File: src/rtl/soc_rst_sequencer_pkg.sv
// soc_rst_sequencer_pkg: state/cause encodings and parameter defaults shared by the reset sequencer
package soc_rst_sequencer_pkg;
  localparam logic [1:0] ST_HOLD       = 2'd0;
  localparam logic [1:0] ST_WAIT_LOCK  = 2'd1;
  localparam logic [1:0] ST_REL_PERIPH = 2'd2;
  localparam logic [1:0] ST_RUN        = 2'd3;
  localparam logic [1:0] CAUSE_POR  = 2'd0;
  localparam logic [1:0] CAUSE_BTN  = 2'd1;
  localparam logic [1:0] CAUSE_LOCK = 2'd2;
  localparam logic [1:0] CAUSE_SW   = 2'd3;
  localparam int unsigned DEF_MIN_HOLD    = 16;
  localparam int unsigned DEF_LOCK_CYCLES = 1024;
  localparam int unsigned DEF_GAP_CYCLES  = 16;
  localparam int unsigned DEF_DEB_CYCLES  = 4096;
endpackage

File: src/rtl/soc_rst_sequencer_sync2.sv
// sync2: two-flop synchronizer, cleared to 0 by asynchronous active-low reset
module sync2 (
  input  logic clk,
  input  logic rst_n,
  input  logic d,
  output logic q
);
  logic m;
  always_ff @(posedge clk or negedge rst_n)
    if (!rst_n) {q, m} <= 2'b00;
    else {q, m} <= {m, d};
endmodule

File: src/rtl/soc_rst_sequencer.sv
// soc_rst_sequencer: staged peripheral/core reset release gated on PLL lock, with debounced button, lock-loss and software aborts
module soc_rst_sequencer
  import soc_rst_sequencer_pkg::*;
#(
  parameter int unsigned MIN_HOLD    = DEF_MIN_HOLD,
  parameter int unsigned LOCK_CYCLES = DEF_LOCK_CYCLES,
  parameter int unsigned GAP_CYCLES  = DEF_GAP_CYCLES,
  parameter int unsigned DEB_CYCLES  = DEF_DEB_CYCLES
) (
  input  logic       clk,
  input  logic       rst_n,
  input  logic       ext_rst_n_i,
  input  logic       pll_locked_i,
  input  logic       sw_rst_req_i,
  output logic       periph_rst_n_o,
  output logic       core_rst_n_o,
  output logic [1:0] seq_state_o,
  output logic [1:0] rst_cause_o
);
  localparam logic [15:0] HOLD_LAST = 16'(MIN_HOLD - 1);
  localparam logic [15:0] LOCK_LAST = 16'(LOCK_CYCLES - 1);
  localparam logic [15:0] GAP_LAST  = 16'(GAP_CYCLES - 1);
  localparam logic [15:0] DEB_MAX   = 16'(DEB_CYCLES);
  logic        btn_s, lock_s, btn_press, qual, abort;
  logic [15:0] deb_cnt, cnt, cnt_nx;
  logic [1:0]  state_nx, cause_nx;
  sync2 u_btn_sync  (.clk, .rst_n, .d(ext_rst_n_i),  .q(btn_s));
  sync2 u_lock_sync (.clk, .rst_n, .d(pll_locked_i), .q(lock_s));
  assign btn_press = deb_cnt == DEB_MAX;
  assign qual      = lock_s && btn_s;
  always_comb begin
    abort    = (seq_state_o == ST_REL_PERIPH || seq_state_o == ST_RUN) &&
               (!lock_s || btn_press || (seq_state_o == ST_RUN && sw_rst_req_i));
    cause_nx = !lock_s ? CAUSE_LOCK : btn_press ? CAUSE_BTN : CAUSE_SW;
    state_nx = abort ? ST_HOLD :
               seq_state_o == ST_HOLD       ? (cnt == HOLD_LAST ? ST_WAIT_LOCK : ST_HOLD) :
               seq_state_o == ST_WAIT_LOCK  ? (qual && cnt == LOCK_LAST ? ST_REL_PERIPH : ST_WAIT_LOCK) :
               seq_state_o == ST_REL_PERIPH ? (cnt == GAP_LAST ? ST_RUN : ST_REL_PERIPH) : ST_RUN;
    cnt_nx   = (state_nx != seq_state_o || seq_state_o == ST_RUN ||
                (seq_state_o == ST_WAIT_LOCK && !qual)) ? 16'd0 : cnt + 16'd1;
  end
  // Output flops load from the next state so they track seq_state_o with no lag.
  always_ff @(posedge clk or negedge rst_n)
    if (!rst_n) begin
      seq_state_o    <= ST_HOLD;
      cnt            <= '0;
      deb_cnt        <= '0;
      rst_cause_o    <= CAUSE_POR;
      periph_rst_n_o <= 1'b0;
      core_rst_n_o   <= 1'b0;
    end else begin
      seq_state_o    <= state_nx;
      cnt            <= cnt_nx;
      deb_cnt        <= btn_s ? '0 : btn_press ? deb_cnt : deb_cnt + 16'd1;
      rst_cause_o    <= abort ? cause_nx : rst_cause_o;
      periph_rst_n_o <= state_nx == ST_REL_PERIPH || state_nx == ST_RUN;
      core_rst_n_o   <= state_nx == ST_RUN;
    end
endmodule

File: config.mk
export PLATFORM = sky130hd
export DESIGN_NAME = soc_rst_sequencer
export DESIGN_NICKNAME = d
export VERILOG_FILES = /design/src/rtl/soc_rst_sequencer_pkg.sv /design/src/rtl/soc_rst_sequencer_sync2.sv /design/src/rtl/soc_rst_sequencer.sv
export SDC_FILE = /design/constraint.sdc
export NUM_CORES = 1
export LEC_CHECK = 0
export ABC_AREA = 1
export BUFFER_PORTS_ARGS = -buffer_cell sky130_fd_sc_hd__buf_2
export CAP_MARGIN = 25
export CELL_PAD_IN_SITES_DETAIL_PLACEMENT = 2
export CELL_PAD_IN_SITES_GLOBAL_PLACEMENT = 2
export CORE_MARGIN = 1
export CORE_UTILIZATION = 38
export CTS_BUF_LIST = sky130_fd_sc_hd__clkbuf_2 sky130_fd_sc_hd__clkbuf_4 sky130_fd_sc_hd__clkbuf_8
export CTS_CLUSTER_SIZE = 14
export DETAILED_ROUTE_END_ITERATION = 6
export GPL_TIMING_DRIVEN = 0
export PLACE_DENSITY_LB_ADDON = 0.1
export SKIP_CTS_REPAIR_TIMING = 1
export SLEW_MARGIN = 0
export SYNTH_ARGS = -nofsm -noshare
export SYNTH_HDL_FRONTEND = slang
export SYNTH_SLANG_ARGS = --single-unit
export TNS_END_PERCENT = 10
File: constraint.sdc
create_clock -name clk -period 2 [get_ports clk]
set_clock_uncertainty 0.1 [all_clocks]
set_input_delay 0.2 -clock clk [delete_from_list [all_inputs] [get_ports clk]]
set_output_delay 0.2 -clock clk [all_outputs]
set_load 0.005 [all_outputs]
### Yosys cells after proc, flatten, opt, wreduce, memory -nomap -nowiden

Index checks and enable logic that the tools add are counted.

* $add $sub $neg: 2
* equal/unequal tests: 10
* multiplexer cells: 12
* reduce and logical (&&, ||, !) cells: 14

Operators by type and width (count)
* $mux 16: 3
* $add 16x1->16 const B: 2
* $eq 16x10->1 const B: 1
* $eq 16x13->1 const B: 1
* $eq 16x4->1 const B: 1
* $mux 2: 6
* $eq 2x2->1 const B: 4
* $logic_or 1x1->1: 6
* $logic_and 1x1->1: 5
* $mux 1: 3
* $eq 2x1->1 const B: 1
* $logic_not 1->1: 2
* $logic_not 2->1: 1
* $ne 2x1->1 const B: 1
* $ne 2x2->1: 1

* bits in registers: 42
* input bits: 5
* output and inout port bits: 6
* word-level logic and storage cells: 48

### Longest topological paths before layout

* depth in word-level cells: 10
* mapped depth: 10
* mapped depth without buffers: 9

### Cells and area by module

A second synthesis with hierarchy kept.

* cell total of the unflattened synthesis: 259
* area, all modules: 2180.8 um^2

By module, submodules not included
* soc_rst_sequencer: instances 1, cells each 255, area an instance 2080.7 um^2, seq. area each 950.9 um^2
* sync2: instances 2, cells each 2, area an instance 50.0 um^2, seq. area each 50.0 um^2

### Least setup slack after synthesis

No wires, ideal clock.

* kind: flip-flop to flip-flop
* from: register cnt[0]
* to: register cnt[8]
* library setup time: 0.121 ns
* arrival: 1.361 ns
* setup slack: 0.418 ns
* cell stages (with the launch flop): 10
* path buffers: 1
* clock period less this slack: 1.582 ns
* cell sequence: dfrtp_1 > ha_1 > nand3_2 > nor2_4 > nand3_2 > nand2_2 > nor2_4 > nand2_4 > buf_12 > nor2_2

* word-level cells in the longest chain between the ends: 10
* elaborated cells on any way between the ends: 15
* classes of those cells: add/sub: 1; eq/ne: 3; mux: 8; reduce/logical: 3

Ends and longest elaborated chain
* from (decl): line soc_rst_sequencer.sv:25 `logic [15:0] deb_cnt, cnt, cnt_nx;`
* from (signal assigned): line soc_rst_sequencer.sv:53 `cnt <= cnt_nx;`
* $eq 16x4->1 or $eq 16x10->1 (tied branches): line soc_rst_sequencer.sv:36, soc_rst_sequencer.sv:38, soc_rst_sequencer.sv:37
* $mux 1 or $logic_and 1x1->1 (tied branches): line soc_rst_sequencer.sv:36, soc_rst_sequencer.sv:38, soc_rst_sequencer.sv:37
* $mux 1 or $mux 2 (tied branches): line soc_rst_sequencer.sv:38, soc_rst_sequencer.sv:37
* $mux 2: line soc_rst_sequencer.sv:37 `seq_state_o == ST_WAIT_LOCK ? (qual && cnt == LOCK_LAST ? ST_REL_PERIPH : ST_WAIT_LOCK) :`
* $mux 2: line soc_rst_sequencer.sv:36 `seq_state_o == ST_HOLD ? (cnt == HOLD_LAST ? ST_WAIT_LOCK : ST_HOLD) :`
* $mux 2: line soc_rst_sequencer.sv:35 `state_nx = abort ? ST_HOLD :`
* $ne 2x2->1: line soc_rst_sequencer.sv:39 `cnt_nx = (state_nx != seq_state_o || seq_state_o == ST_RUN ||`
* $logic_or 1x1->1 (2 in series): line soc_rst_sequencer.sv:39
* $mux 16 *: line soc_rst_sequencer.sv:40 `(seq_state_o == ST_WAIT_LOCK && !qual)) ? 16'd0 : cnt + 16'd1;`
* named net cnt_nx[8]: line soc_rst_sequencer.sv:25

Mark *: on every way through the listed nets, which the timed path passes. The rest lies on a longest branch.
A chain may end at the register's enable or synchronous reset.

### Worst setup path after layout

Ends and elaborated chain as after synthesis.

==> results.ini <==
[critical_path]
worstSetupPathType = flop to flop
arrival_ps = 1920
cp_cell_sequence = ha_1 > nand3_2 > nor2_4 > nand3_2 > nand2_2 > nor2_4 > nand2_4 > buf_12 > nor2_2
end_kind = flop
timing.rr.start = cnt[0]
path_buf_inv = 1
critical_path_required_ps = 2090
r2r_slack_ps = 170
startpoint_type = flop
cpMaxStageDelayCell = dfrtp_1
cp_top_family = simple AND/OR/NAND/NOR gates
r2r_cells = 9
path_max_fanout = 10
crit-reg2reg-capture = cnt[8]
critical_path.max_stage_delay_ps = 420

[timing]
rsz0062_at_grt = false
slew_headroom_pct = 65.2
worstMarginPinSlew_ps = 522
finalSetupTns_ps = 0
period_needed_ps = 1830
finalSetupViolCount = 0
final_max_slew_viol_count = 0
hold_violations = 0
max_freq_mhz = 547
final.period_utilization_pct = 91.4

[floorplan]
fp.dieW_um = 78.6
io_pins = 11
core_area_um2 = 5570
row_count = 27
initial_utilization_pct = 40.0
die_area_um2 = 6180
die_h_um = 78.6

[hold_path]
hp-class = flop to flop
worstHoldEndpoint = u_btn_sync.q
worstHoldPathCells = 0
min_from = u_btn_sync.m

[synthesis]
yosysSeqAreaShare_pct = 47.1
synth_area_leaders = dfrtp_1, nand2_1, nor2_1, inv_1, nand3_1
syn_area_um2 = 2230
syn_area_per_cell_um2 = 8.02
synthTopCellsByCount = nand2_1, nor2_1, dfrtp_1
synth-edff-count = 0
synth_most_common_cell = nand2_1
ys_seq_elements = 42
async_flop_share_pct = 100
netlist.top_cell.by_area = dfrtp_1
ys_types = 26
synth_top_area_share_pct = 47.1
ys_dominant_reg_cell = dfrtp_1
syn_nets = 286
ys_warn_count = 0
postSynthCellCount = 278

[job]
max_cap_violations = 0

[global_route]
grt_max_degree = 43
antenna_found_initial = 0
grt_first_pass_wirelength_mm = 9.68
first_global_vias = 2042
grt-ovfl-total = 0
grt_use_total_pct = 20.5

[drt]
via_count = 1840
avgRoutedWirePerCell_um = 14.9
drtPass1Iterations = 4
route.detailed.drc = 0
drt_iter0_drc = 65
postRouteAntennaNets = 0
viasPerCell = 4.95
wl_mm = 5.53

[finish]
layout.nets = 307
post-route-util_pct = 45.3
synthToLayoutAreaGrowth_pct = 13.2
fillers = 644
diodes = 0
drive_gt1_share_pct = 16.0

[placement]
gp_congestion = 0.753
portBuffers = 10
hpwl_mm = 4.04

[power]
peakVddDrop_mv = 0.345
power.leakage_nw = 1.22
p_per_area_nw_per_um2 = 616

[cts]
cts_sinks = 42
clockBufferDepth = 2
numCtsBuffers = 5
tritoncts = yes
cts.clk_slew.worst_paths_ps = 80
cts-root-buf = clkbuf_8
htreeDepth = 2
clock_latency_ps = 300

[outcome]
status = completed

-- worst max path at each step --
| stage | start | endpoint | slack, ps | cells past startpoint |
|---|---|---|---|---|
| after floorplan | cnt[0] | cnt[8] | 420 | 9 |
| after global placement | cnt[0] | cnt[11] | 190 | 9 |
| after detailed placement | cnt[0] | cnt[8] | 140 | 9 |
| after CTS | deb_cnt[0] | deb_cnt[14] | 110 | 7 |
| after global routing | cnt[0] | cnt[9] | 20 | 9 |
| final | cnt[0] | cnt[8] | 170 | 9 |
-- state kept, by name, indices dropped and copies added, names as in the netlist --
register	count
cnt	16
deb_cnt	16
rst_cause_o	2
seq_state_o	2
core_rst_n_o	1
periph_rst_n_o	1
u_btn_sync.m	1
u_btn_sync.q	1
u_lock_sync.m	1
u_lock_sync.q	1
-- metrics by stage --
| stage | worst slack [ps] | cell area, µm² | cells | hold WS, ps | total power, mW |
|---|---|---|---|---|---|
| finish | 171 | 2520 | 372 | 259 | 1.55 |
| CTS | 106 | 2460 | 368 | -104 | 1.57 |
| detailed placement | 136 | 2370 | 360 | 210 | 0.966 |
| global placement | 192 | 2370 | 360 | 209 | 0.963 |
| floorplan | 418 | 2230 | 278 | -196 | 0.929 |
| global route | 24.8 | 2520 | 372 | 267 | 1.62 |
-- worst register-to-register path: cells and delay by family (launching register included) --
kind          cells  cell delay [ps]
flops             1              420
buf+inv           1              160
fa+ha+maj         1              260
simple gates      7              780
-- cells in the final DEF, fill, tap and decap left out --
cell	instances
and3_1	1
nand4_2	1
nand3_1	16
nand2_1	56
dfrtp_1	42
nor2_4	2
buf_12	1
inv_2	1
xor2_1	9
nand4_1	6
dlygate4sd3_1	3
buf_16	1
inv_1	31
o21a_1	2
buf_6	1
nor2_2	13
clkbuf_1	1
ha_1	3
buf_2	11
a21oi_1	12
xnor2_1	3
nand3_2	2
o21ai_0	10
clkbuf_8	6
clkinv_2	1
nand3b_1	1
nor3_1	9
nand2_4	2
nand2_2	5
nor2_1	47
clkbuf_4	1
-- routing by layer --
layer / vias to the layer above / routed length, µm / global-route usage (%)
met4: 0 / 75 / 6.48
met2: 18 / 2610 / 33.7
met3: 7 / 128 / 3.84
met5: - / 0 / 0
li1: 917 / - / -
met1: 898 / 2710 / 27.0
-- power breakdown --
group	total [mW]	switching, mW	internal, mW	leakage [nW]
combinational	0.0895	0.0556	0.0339	0.609
sequential	0.868	0.00946	0.859	0.564
clock	0.597	0.304	0.293	0.0517
-- kinds of logic (layout without fill, tap and decap cells) --
kind of cell | Yosys count | in the layout | share of synthesized area [%]
buffers and inverters | 36 | 58 | 7.18
xor gates and xnor gates | 12 | 12 | 4.71
AOI/OAI and AO/OA | 24 | 24 | 5.61
adders and majority gates | 3 | 3 | 1.68
DFF | 42 | 42 | 47.1
and+or+nand+nor | 161 | 161 | 33.7
-- cell type report --
class | count | area [µm²] | share of cell area [%]
clock inverter | 1 | 5.00 | 0.198
sequential | 42 | 1050 | 41.6
buffer | 4 | 40.0 | 1.59
clock buffer | 7 | 90.1 | 3.57
inverter | 32 | 120 | 4.76
tap | 72 | 90.1 | 3.57
timing repair buffer | 14 | 108 | 4.26
multi-input combinational | 200 | 1020 | 40.4
Power figures use the tool's default switching activity.
